### src/rtl/alu_operand_sequencer_pkg.sv
// Shared types for the ALU operand sequencer: opcode and sequencer state enums,
// plus default datapath dimensions.
package alu_seq_pkg;

    localparam int DATA_W_DEF = 16;
    localparam int NREGS_DEF  = 8;

    typedef enum logic [1:0] {
        ALU_ADD = 2'b00,
        ALU_SUB = 2'b01,
        ALU_AND = 2'b10,
        ALU_NOT = 2'b11
    } alu_op_e;

    typedef enum logic [2:0] {
        IDLE,
        LOAD_A,
        LOAD_B,
        EXEC,
        WRITE
    } seq_state_e;

endpackage

### src/rtl/alu_operand_sequencer_reg_file.sv
// NREGS x DATA_W register file: one combinational read port, one synchronous
// write port, asynchronous clear. Same-edge read returns the pre-write value.
module reg_file #(
    parameter int DATA_W = 16,
    parameter int NREGS  = 8,
    localparam int AW    = $clog2(NREGS)
) (
    input  logic              clk,
    input  logic              rst_n,
    input  logic              we,
    input  logic [AW-1:0]     waddr,
    input  logic [DATA_W-1:0] wdata,
    input  logic [AW-1:0]     raddr,
    output logic [DATA_W-1:0] rdata
);

    logic [NREGS-1:0][DATA_W-1:0] regs_q, regs_d;

    always_comb begin
        regs_d = regs_q;
        if (we) regs_d[waddr] = wdata;
    end

    always_ff @(posedge clk or negedge rst_n) begin
        if (!rst_n) regs_q <= '0;
        else        regs_q <= regs_d;
    end

    assign rdata = regs_q[raddr];

endmodule

### src/rtl/alu_operand_sequencer.sv
// Operand-fetch / writeback controller around an external 16-bit ALU.
// Optional macro ALU_SKIP_B_EN: NOT skips the LOAD_B fetch (3-cycle latency).
module alu_operand_sequencer
    import alu_seq_pkg::*;
#(
    parameter int DATA_W = DATA_W_DEF,
    parameter int NREGS  = NREGS_DEF,
    localparam int AW    = $clog2(NREGS)
) (
    input  logic              clk,
    input  logic              rst_n,
    input  logic              start,
    input  logic [AW-1:0]     rd_a_num,
    input  logic [AW-1:0]     rd_b_num,
    input  logic [AW-1:0]     wr_num,
    input  logic [1:0]        op,
    input  logic              ext_we,
    input  logic [AW-1:0]     ext_wnum,
    input  logic [DATA_W-1:0] ext_wdata,
    output logic              ext_wr_ok,
    output logic [DATA_W-1:0] val_A,
    output logic [DATA_W-1:0] val_B,
    output logic [1:0]        ALU_op,
    input  logic [DATA_W-1:0] ALU_out,
    input  logic              Z,
    output logic [DATA_W-1:0] C,
    output logic              Z_flag,
    output logic              busy,
    output logic              done
);

    seq_state_e        state_q, state_d;
    logic [AW-1:0]     a_num_q, a_num_d;
    logic [AW-1:0]     b_num_q, b_num_d;
    logic [AW-1:0]     wr_num_q, wr_num_d;
    logic [1:0]        op_q, op_d;
    logic [DATA_W-1:0] a_q, a_d;
    logic [DATA_W-1:0] b_q, b_d;
    logic [DATA_W-1:0] c_q, c_d;
    logic              z_q, z_d;

    logic              rf_we;
    logic [AW-1:0]     rf_waddr;
    logic [DATA_W-1:0] rf_wdata;
    logic [AW-1:0]     rf_raddr;
    logic [DATA_W-1:0] rf_rdata;

    always_comb begin
        state_d  = state_q;
        a_num_d  = a_num_q;
        b_num_d  = b_num_q;
        wr_num_d = wr_num_q;
        op_d     = op_q;
        a_d      = a_q;
        b_d      = b_q;
        c_d      = c_q;
        z_d      = z_q;
        case (state_q)
            IDLE: begin
                if (start) begin
                    a_num_d  = rd_a_num;
                    b_num_d  = rd_b_num;
                    wr_num_d = wr_num;
                    op_d     = op;
                    state_d  = LOAD_A;
                end
            end
            LOAD_A: begin
                a_d = rf_rdata;
`ifdef ALU_SKIP_B_EN
                // NOT ignores B, so its fetch cycle is skipped and B is left as-is.
                state_d = (op_q == 2'(ALU_NOT)) ? EXEC : LOAD_B;
`else
                state_d = LOAD_B;
`endif
            end
            LOAD_B: begin
                b_d     = rf_rdata;
                state_d = EXEC;
            end
            EXEC: begin
                c_d     = ALU_out;
                z_d     = Z;
                state_d = WRITE;
            end
            WRITE:   state_d = IDLE;
            default: state_d = IDLE;
        endcase
    end

    always_ff @(posedge clk or negedge rst_n) begin
        if (!rst_n) begin
            state_q  <= IDLE;
            a_num_q  <= '0;
            b_num_q  <= '0;
            wr_num_q <= '0;
            op_q     <= '0;
            a_q      <= '0;
            b_q      <= '0;
            c_q      <= '0;
            z_q      <= 1'b0;
        end else begin
            state_q  <= state_d;
            a_num_q  <= a_num_d;
            b_num_q  <= b_num_d;
            wr_num_q <= wr_num_d;
            op_q     <= op_d;
            a_q      <= a_d;
            b_q      <= b_d;
            c_q      <= c_d;
            z_q      <= z_d;
        end
    end

    // Writeback owns the single write port in WRITE; host writes are dropped then.
    always_comb begin
        rf_we    = ext_we;
        rf_waddr = ext_wnum;
        rf_wdata = ext_wdata;
        if (state_q == WRITE) begin
            rf_we    = 1'b1;
            rf_waddr = wr_num_q;
            rf_wdata = c_q;
        end
    end

    assign rf_raddr = (state_q == LOAD_B) ? b_num_q : a_num_q;

    reg_file #(
        .DATA_W (DATA_W),
        .NREGS  (NREGS)
    ) u_rf (
        .clk   (clk),
        .rst_n (rst_n),
        .we    (rf_we),
        .waddr (rf_waddr),
        .wdata (rf_wdata),
        .raddr (rf_raddr),
        .rdata (rf_rdata)
    );

    assign val_A     = a_q;
    assign val_B     = b_q;
    assign ALU_op    = op_q;
    assign C         = c_q;
    assign Z_flag    = z_q;
    assign busy      = (state_q != IDLE);
    assign done      = (state_q == WRITE);
    assign ext_wr_ok = (state_q != WRITE);

endmodule

### config.mk
export PLATFORM = sky130hd
export DESIGN_NAME = alu_operand_sequencer
export DESIGN_NICKNAME = d
export VERILOG_FILES = /design/src/rtl/alu_operand_sequencer_pkg.sv /design/src/rtl/alu_operand_sequencer_reg_file.sv /design/src/rtl/alu_operand_sequencer.sv
export SDC_FILE = /design/constraint.sdc
export NUM_CORES = 1
export LEC_CHECK = 0
export ABC_AREA = 0
export CELL_PAD_IN_SITES_DETAIL_PLACEMENT = 0
export CELL_PAD_IN_SITES_GLOBAL_PLACEMENT = 1
export CORE_ASPECT_RATIO = 0.5
export CORE_MARGIN = 1
export CORE_UTILIZATION = 43
export CTS_CLUSTER_DIAMETER = 60
export CTS_CLUSTER_SIZE = 16
export DETAILED_ROUTE_END_ITERATION = 7
export MAX_ROUTING_LAYER = met4
export PLACE_DENSITY = 0.73
export SKIP_LAST_GASP = 1
export SLEW_MARGIN = 25
export SYNTH_ARGS = -nofsm -noshare
export SYNTH_HDL_FRONTEND = slang
export SYNTH_HIERARCHICAL = 1
export SYNTH_SLANG_ARGS = --single-unit
### constraint.sdc
create_clock -name clk -period 2.8 [get_ports clk]
set_input_delay 0.28 -clock clk [delete_from_list [all_inputs] [get_ports clk]]
set_output_delay 0.28 -clock clk [all_outputs]
set_load 0.03 [all_outputs]
### After elaboration in Yosys (flattened, before gate mapping)

Cells that the tools add are included.

* bits of input ports: 51
* register bits: 191
* output and inout port bits: 54
* logic and storage cells: 41

* muxes and demuxes: 11
* reduce and logical (&&, ||, !) cells: 4
* order comparisons: 3
* equal/unequal tests: 6

Operator list (number)
* $bwmux W128: 1
* $bmux W16 S3: 1
* $demux W16 S3: 1
* $mux W16: 3
* $pmux W3 S4: 1
* $mux W3: 3
* $lt A3 B4 Y1 const B: 2
* $eq A3 B2 Y1 const B: 2
* $eq A3 B1 Y1 const B: 1
* $eq A3 B3 Y1 const B: 1
* $ge A3 B1 Y1 const B: 1
* $logic_not A3 Y1: 1
* $ne A3 B3 Y1 const B: 1
* $reduce_bool A3 Y1: 1
* $ne A2 B2 Y1 const B: 1
* $reduce_and A2 Y1: 1
* $logic_and A1 B1 Y1: 1
* $mux W1: 1

### Depth between registers and ports, before layout

* word-level depth: 7
* depth in mapped cells: 10
* gate-level depth less buffers: 5

### Modules after synthesis

The synthesis kept the hierarchy.

By module, submodules not included
* reg_file: seq. area each 3203.1 sq um, area each 5929.4 sq um, instances 1, cells each 336
* alu_operand_sequencer: seq. area each 1576.5 sq um, area each 2716.4 sq um, instances 1, cells each 168

### Worst setup path before layout

OpenSTA, ideal clock, no wires.

* path kind: register to register
* from: register state_q[2]
* to: register a_q[10], in the netlist val_A[10]
* library setup time: 0.125 ns
* stages on the path, launching flop included: 11
* setup slack: 0.143 ns
* data arrival time: 2.532 ns
* data required time: 2.675 ns
* path buffers: 5
* period minus slack after synthesis: 2.657 ns
* cell sequence: dfrtp_1 > buf_4 > nor3b_2 > buf_6 > buf_6 > mux2_2 > buf_6 > buf_6 > mux4_1 > mux2_2 > mux2_2

* word-level cells in the longest chain between the ends: 4
* elaborated cells on any way between the ends: 5
* classes of those cells: eq/ne: 2; mux: 3

RTL lines
* start: declaration: line alu_operand_sequencer.sv:32 `seq_state_e state_q, state_d;`
* start signal: assignment: line alu_operand_sequencer.sv:103 `state_q <= state_d;`
* $eq A3 B2 Y1: line alu_operand_sequencer.sv:127 `assign rf_raddr = (state_q == LOAD_B) ? b_num_q : a_num_q;`
* $mux W3: line alu_operand_sequencer.sv:127
* named net rf_raddr[0]: line alu_operand_sequencer.sv:45 `logic [AW-1:0] rf_raddr;`
* $bmux W16 S3: line alu_operand_sequencer_reg_file.sv:29 `assign rdata = regs_q[raddr];`
* $mux W16 (not written as such): line alu_operand_sequencer_reg_file.sv:29
* named net rf_rdata[10]: line alu_operand_sequencer.sv:46 `logic [DATA_W-1:0] rf_rdata;`
* end signal: assignment: line alu_operand_sequencer.sv:98 `a_q <= '0;`
* end signal: assignment: line alu_operand_sequencer.sv:108 `a_q <= a_d;`
* end: declaration: line alu_operand_sequencer.sv:37 `logic [DATA_W-1:0] a_q, a_d;`

The timed path passes the listed nets, and every way through them passes these cells. The select of a mux whose other input is x is not followed.
A chain may end at the register's enable or synchronous reset.

### Final worst setup path

* from: register state_q[0]
* to: output done

* word-level cells in the longest chain between the ends: 1

RTL lines
* $eq A3 B3 Y1: line alu_operand_sequencer.sv:148 `assign done = (state_q == WRITE);`
* end: declaration: line alu_operand_sequencer.sv:29 `output logic done`

No other way between the ends.

==> results.ini <==
[detailed_routing]
wire_per_inst_um=19.8
drc=0
drt_iter0_drc=153
via_count=4704
wirelength_um=17700
dr.pass1.iters=5
via_per_inst=5.26
postRouteAntennaNets=0

[timing]
finalCritPeriodShare=0.934
fin_hold_ws_ps=405
report.final.setup_viol=0
fin_skew_ps=15.9
fin_setup_tns_ps=0
worst_pin_slew_ps=779
rsz0062_at_grt=false
min_period_ps=2620
final_hold_viol_count=0
slew_viol_final=0
fmax_ghz=0.382
slew_headroom=0.479

[critical_path]
reg2regPathDepth=6
crit_path_cell_trace=buf_4 -> nor3b_4 -> buf_6 -> clkdlybuf4s50_1
r2r_start=state_q[0]
cp_max_fo=18
crit_cells=4
critPathCaptureType=output pin
crit_type=flop to output pin
worstPathBufferInverterCount=3
reg2reg_to=u_rf/regs_q[42]
worstPathArrival_ps=2340
max_stage_delay_ps=720
rrSetupSlack_ps=260
required_ps=2520
cp_top_family=buffers and inverters
crit_slowest_cell=clkdlybuf4s50_1
cp-start-kind=flop

[floorplan]
dieArea_um2=20700
start_util=0.441
fp.coreArea_um2=19600
dieWidth_um=203
pin_count=105
num_rows=36
fp.dieH_um=102

[pwr]
p_total_uw=13800
p_sw_frac=0.335
pwr-share-seq=0.351
max-vdd-ir-drop_mv=0.541
power_frac_comb=0.462
leakage_uw=0.00451
p_int_uw=9200
p_sw_uw=4640
power.density_nw_per_um2=1300
p_clk_frac=0.187

[clock_network]
cts_buffers=17
cts_tree=done
cts_root_buf=clkbuf_16
htreeDepth=4
clockBufferDepth=2
cts_sinks=191
clk_pin_slew_ps=70
worstSkewPairLatency_ps=440
post_cts.repair.setup_buffers=0

[finish]
areaGrowthSynthToFinish_pct=23.5
layout.nets=667
multi_input_area_um2=3640
post-route-util=0.545
num_antenna_cells=0
nFillCells=1596
final_layout_size_suffix_gt1_frac=0.472
register_area_um2=4780

[logic_synthesis]
synth_cells=504
ys.flop_type=dfrtp_1
synth_cell_types=25
synth_seq_cells=191
synth.most_common_cell=mux2_2
async_flop_share=1.00
yosysSeqAreaShare=0.553
synth_top_cell_area_share=0.553
syn_area_per_cell_um2=17.2
yosys-top-cells-area=dfrtp_1, mux2_2, mux4_1
synth_common_cells=mux2_2, dfrtp_1, mux4_1
yosys_warnings=6
syn_nets=555
yosysTopAreaCell=dfrtp_1
synth_edf_count=0
synth_area_um2=8650

[global_route]
grt_start_max_net_pins=75
grt_overflow=0
antenna_found_initial=0
grt_pass1_wl_um=28200
grt_usage=0.189
grt_pass1_vias=4905

[status]
status=finished, final reports clean

[placed_design]
place_congestion=0.739
hpwl_um=11400
portBuffers=104

[worst_hold_path]
hold_path.class=primary input to async pin

[flow_run]
drv_cap=0

## flip-flops by register name, summed over array words and instances (netlist names)
signal and count:
wr_num_q 3, val_B 16, a_num_q 3, u_rf/regs_q 128, C 16, Z_flag 1
b_num_q 3, ALU_op 2, state_q 3, val_A 16
## routing by layer
metal  vias up  routed length [um]  GRT usage
met3        16                 453     0.0376
li1       2129                   -          -
met5         -                   0          -
met1      2495                8960      0.263
met2        64                8150      0.282
met4         0                 187     0.0503
## final cells by class
cell class,instances,area share
Clock buffer,18,0.0402
Clock inverter,14,0.0184
Inverter,2,0.000703
Multi-Input combinational cell,277,0.341
Sequential cell,191,0.448
Tap cell,266,0.0312
Timing Repair Buffer,127,0.121
## through the flow
stage	setup slack [ps]	instances	area [um^2]
finish	184	895	10700
global route	43.2	895	10700
CTS	45.8	895	10700
detailed placement	287	862	10000
global placement	282	862	10000
floorplan	143	504	8650
## what timing repair did
item                       CTS  global route
resized for setup            0             1
hold buffers                 1             0
setup endpoints to repair    0             2
hold endpoints to repair    70             0
## cells in the final DEF (no fill, tap or decap)
cell type	count
and4bb_2	1
buf_12	5
nand4_2	1
clkinv_4	5
clkbuf_16	17
or3_1	1
nor4bb_4	2
mux4_2	4
buf_6	1
nand4b_2	3
inv_8	4
nor3_1	1
nor4b_4	2
or2_2	1
nor3b_4	2
clkdlybuf4s50_1	103
dlygate4sd3_1	1
inv_1	2
clkbuf_1	1
mux2_2	225
buf_4	16
xnor2_1	1
nand3b_4	1
nor2_1	2
mux4_1	28
clkbuf_8	1
bufinv_16	3
mux2_1	1
dfrtp_1	191
nor3b_2	1
inv_6	2
## how the worst max path moves through the flow
stage / startpoint / to / slack (ps)
2_1_floorplan: state_q[2] / val_A[10] / 140
3_3_place_gp: state_q[0] / u_rf/regs_q[42] / 280
3_5_place_dp: state_q[0] / u_rf/regs_q[35] / 290
4_1_cts: state_q[0] / done / 50
5_1_grt: state_q[0] / done / 40
6_report: state_q[0] / done / 180
## logic make-up (layout without fill, tap and decap cells)
| family | after synthesis | count (layout) | share of synthesized area |
|---|---|---|---|
| multiplexers | 258 | 258 | 0.390 |
| flip-flops | 191 | 191 | 0.553 |
| buffers and inverters | 36 | 161 | 0.0301 |
| AND/OR/NAND/NOR | 18 | 18 | 0.0262 |
| XOR/XNOR | 1 | 1 | 0.00101 |
## power groups by stage
| stage | Combinational [uW] | Sequential [uW] | Clock (uW) |
|---|---|---|---|
| floorplan | 3990 | 5440 | 0 |
| global placement | 6380 | 4880 | 0 |
| detailed placement | 6500 | 4910 | 0 |
| CTS | 6520 | 4870 | 2660 |
| global route | 6850 | 5050 | 2780 |
| finish | 6390 | 4860 | 2590 |
Note: power is estimated with default switching activity, not from simulation.
==> variant 1, RTL diff (config.mk and constraints unchanged) <==
Set the package constant `NREGS_DEF` to 16 (it was 8).
--- a/src/rtl/alu_operand_sequencer_pkg.sv
+++ b/src/rtl/alu_operand_sequencer_pkg.sv
@@ -3,7 +3,7 @@
 package alu_seq_pkg;
 
     localparam int DATA_W_DEF = 16;
-    localparam int NREGS_DEF  = 8;
+    localparam int NREGS_DEF  = 16;
 
     typedef enum logic [1:0] {
         ALU_ADD = 2'b00,
Ports: changed (resized ext_wnum, rd_a_num, rd_b_num and wr_num); port bits go from 105 to 109. The function was not compared with the original's and may differ.
==> variant 1 against the original RTL <==
Final cell count increased by 62%; design area rose by 60%; sequential cell count is 131 higher; sequential share of layout area grew 2.4 points; total power rose by 58%; synthesized area rose by 68%; non-clock buffer count is 38 higher; setup slack got worse by 0.095 ns; routed wire length increased by 100%; critical endpoint is now val_B[7]; largest cell class unchanged.
==> variant 1: results (changes against the original RTL) <==
numCtsBuffers: 24  # +7
synth_top_area_share: 0.5559  # +0.003117
yosys_warnings: 6  # unchanged
hold-path-endpoint: "a_num_q[3]"
r2r-end: "val_B[7]"
insertion_delay_ns: 0.56  # +0.12 ns
worst_slew_pin_slew_ns: 0.8269  # +0.04807 ns
synth_cell_type_count: 32  # +28%
drt_first_pass_iters: 4  # -1
async_flop_share: 1.000  # unchanged
rrSetupSlack_ns: 0.09  # -0.17 ns
finalSetupViolCount: 0  # unchanged
yosysSeqAreaShare: 0.5559  # +0.003117
cts-root-buf: "clkbuf_16"
synth_flop_cell: "dfrtp_1"
grt_use_met2: 0.3141  # +0.03226
routedLengthMet1_mm: 17.79  # +99%
max_stage_delay_ns: 0.54  # -0.18 ns
place_congestion: 0.7881  # +6.6%
status: "completed"
cts_max_path_buffers: 3  # +1
crit_fanout: 15  # -3
largest_register: "u_rf/regs_q"
cp_slowest_cell: "mux4_2"
io_buffers: 108  # +3.8%
drive_gt1_frac: 0.5094  # +0.03722
path_clk_slew_ns: 0.08
dpl.hpwl_mm: 23.76  # +110%
synthAdderAreaFrac: 0  # unchanged
dr_wl_met2_mm: 15.84  # +94%
grt_max_degree: 100  # +33%
vdd_drop_max_v: 0.0007966  # +47%
grt_use_met1: 0.3418  # +0.07857
synth_compound_area_frac: 0.01657  # +0.01657
p_leak_nw: 7.147  # +58%
ys_top_cells_by_area: "dfrtp_1 (56%), mux2_2 (25%), mux4_2 (9.9%)"
synth-xor-area-share: 0.0006043  # -0.0004087
final_nets: 1065  # +60%
synthMuxAreaShare: 0.3711  # -0.01875
largest_reg_flops: 256  # +100%
place_area_um2: 16350  # +63%
critPathTopFamily: "multiplexers"
synth_common_cells: "mux2_2 (323), dfrtp_1 (322), mux4_2 (64)"
vias: 8319  # +77%
grt_use_total: 0.2235  # +0.03498
hold_path.class: "in -> reg"
grt_pass1_wl_mm: 55.85  # +98%
ff2ff_path_depth: 7  # +1
worstHoldStart: "rd_a_num[3]"
r2r_start: "state_q[2]"
met3_usage: 0.04287  # +0.005241
grt_pass1_vias: 8804  # +79%
drt-initial-drc-count: 611  # +300%
antenna_found_initial: 3  # +3
wl_per_cell_um: 24.93  # +26%
route.met3.wl_mm: 2.111  # +370%
ctsHtreeMaxLevel: 1  # -3
skew_ns: 0.03906  # +0.02317 ns
arrival_ns: 3.15  # +0.81 ns
syn_nets: 943  # +70%
variant 1: layout make-up:
class / instances / area, um^2
clock buffers: 24 / 600.6
diodes: 1 / 2.502
repair buffers: 165 / 1770
multi-input cells: 495 / 6056
flip-flops and latches: 322 / 8058
inverters: 2 / 7.507
clock inverters: 3 / 33.78
fillers: 2723 / 16030
well taps: 441 / 551.8
variant 1: where the power goes:
| part | internal, mW | switching [mW] |
|---|---|---|
| clock network | 1.54 | 1.62 |
| registers | 6.96 | 1.25 |
| logic | 5.65 | 4.89 |
| total | 14.1 | 7.76 |
variant 1: cell families (layout without fill, tap and decap cells):
group,after synthesis,after routing
buf+inv,71,194
flops,322,322
simple gates,55,55
xor+xnor,1,1
other cells,0,1
compound gates,32,32
mux,407,407
variant 1: through the flow:
step / setup WS (ns) / setup TNS, ns / utilization / std cells / hold WS [ns]
6_report: 0.08899 / 0 / 0.5159 / 1453 / 0.3411
5_1_grt: -0.007945 / -0.02479 / 0.5159 / 1453 / 0.3190
4_1_cts: 0.03517 / 0 / 0.5137 / 1447 / 0.3125
3_5_place_dp: -0.03490 / -0.06819 / 0.4939 / 1419 / 0.3930
3_3_place_gp: 0.06192 / 0 / 0.4939 / 1419 / 0.3715
2_1_floorplan: 0.03826 / 0 / - / 888 / -0.01559
variant 1: timing repair:
item	in CTS	in global routing
cloned	0	0
hold buffers	1	0
endpoints found under the setup margin	2	35
setup buffers	0	5
endpoints found under the hold margin	92	0
pin swaps	0	1
resized for setup	2	2
variant 1: worst max path at each step:
stage	slack (ns)	end	from
CTS	0.04	done	state_q[2]
global route	-0.008	val_A[5]	state_q[2]
detailed placement	-0.03	val_B[12]	state_q[2]
finish	0.09	val_B[7]	state_q[2]
global placement	0.06	val_A[12]	state_q[2]
floorplan	0.04	u_rf/regs_q[181]	state_q[1]
==> variant 2, RTL diff (config.mk and constraints unchanged) <==
Made on the original files. Encoding of `seq_state_e`: now one-hot (5 bits for 5 states).
--- a/src/rtl/alu_operand_sequencer_pkg.sv
+++ b/src/rtl/alu_operand_sequencer_pkg.sv
@@ -12,12 +12,12 @@
         ALU_NOT = 2'b11
     } alu_op_e;
 
-    typedef enum logic [2:0] {
-        IDLE,
-        LOAD_A,
-        LOAD_B,
-        EXEC,
-        WRITE
+    typedef enum logic [4:0] {
+        IDLE   = 5'b00001,
+        LOAD_A = 5'b00010,
+        LOAD_B = 5'b00100,
+        EXEC   = 5'b01000,
+        WRITE  = 5'b10000
     } seq_state_e;
 
 endpackage
Function: no difference found for any inputs over 4 cycles, from zero or initial values and one cycle with rst_n low; so few cycles prove little.
==> variant 2 against the original RTL <==
Synthesized area increased by 1.7%; non-clock buffer count decreased by 1; utilization increased by 0.56 points; sequential cell count increased by 2; worst hold slack improved by 0.048 ns; routed wire length increased by 5.5%; design area increased by 1.7%; total power decreased by 18%; setup slack improved by 0.016 ns; critical path type is now reg -> reg; critical endpoint is now val_B[9]; largest cell class unchanged; largest power group unchanged.
==> variant 2: results (changes against the original RTL) <==
area_share_clock_buf_inv: 0.05543  # -0.003182
pwr-share-clk: 0.221  # +0.034
power.internal_mw: 7.619  # -17%
grt_use_total: 0.1962  # +0.007687
synth_seq_cells: 193  # +1.0%
multi_input_gates: 278  # +0.36%
grt_max_degree: 85  # +13%
nFillCells: 1566  # -1.9%
multi_input_area_um2: 3754  # +3.1%
seqCellArea_um2: 4831  # +1.1%
clock_buffers: 19  # +1
ys_top_cells_by_area: "dfrtp_1 (55%), mux2_2 (26%), mux4_1 (8.4%)"
syn_nets: 558  # +0.54%
worst_slew_pin_slew_ns: 0.6783  # -0.1005 ns
pg_comb_mw: 4.54  # -29%
skew_ns: 0.008464  # -0.007429 ns
grt_pass1_vias: 4975  # +1.4%
p_leak_nw: 4.754  # +5.4%
grt_pass1_wl_mm: 29.51  # +4.8%
n_all_buffers: 126  # -0.79%
dpl.hpwl_mm: 11.73  # +2.7%
synth_common_cells: "mux2_2 (200), dfrtp_1 (192), mux4_1 (28)"
status: "completed"
drt_first_pass_iters: 4  # -1
place_congestion: 0.7229  # -2.2%
wl_per_cell_um: 20.80  # +4.9%
synth_cell_type_count: 27  # +8.0%
## variant 2: routing by layer
metal,vias up,global-route usage,part of all wire
li1,2147,-,-
met1,2550,0.2885,0.52
met2,57,0.2821,0.44
met3,14,0.03635,0.027
met4,0,0.04191,0.0084
met5,-,-,0
## variant 2: path summary, 6_finish.rpt
kind	start	end	slack, ns	cells past startpoint
setup / recovery	state_q[0]	val_B[9]	0.20	8
hold / removal	rst_n	u_rf/regs_q[119]	0.45	2
setup reg to reg	state_q[0]	val_B[9]	0.20	8
hold reg to reg	u_rf/regs_q[106]	u_rf/regs_q[106]	0.50	1
max in group asynchronous	rst_n	state_q[0]	1.49	3
min in group clk	ALU_out[0]	C[0]	0.46	2
## variant 2: cell families (layout without fill, tap and decap cells)
kind of cell / after synthesis / count (layout) / share of synthesized area
AOI/OAI and AO/OA: 1 / 1 / 0.001139
buffers and inverters: 36 / 163 / 0.02704
DFF: 193 / 193 / 0.5495
muxes: 258 / 258 / 0.3941
and+or+nand+nor: 19 / 19 / 0.02832
## variant 2: critical path, stage by stage (launching register included)
cell,delay [ns]
dfstp_2,0.61
nor3_2,0.07
nand3b_1,0.12
buf_4,0.20
mux2_2,0.36
buf_4,0.25
mux4_2,0.30
mux2_2,0.28
mux2_2,0.26
## variant 2: metrics by stage
| stage | area, um^2 | hold WS [ns] | power, mW | std cells | setup slack [ns] |
|---|---|---|---|---|---|
| CTS | 10860 | 0.4466 | 11.41 | 900 | 0.1837 |
| global placement | 10250 | 0.3695 | 8.798 | 867 | 0.2296 |
| finish | 10860 | 0.4528 | 11.28 | 900 | 0.2002 |
| global route | 10860 | 0.4463 | 11.90 | 900 | 0.1078 |
| floorplan | 8792 | -0.01559 | 7.382 | 507 | 0.1202 |
| detailed placement | 10250 | 0.3678 | 8.891 | 867 | 0.2028 |
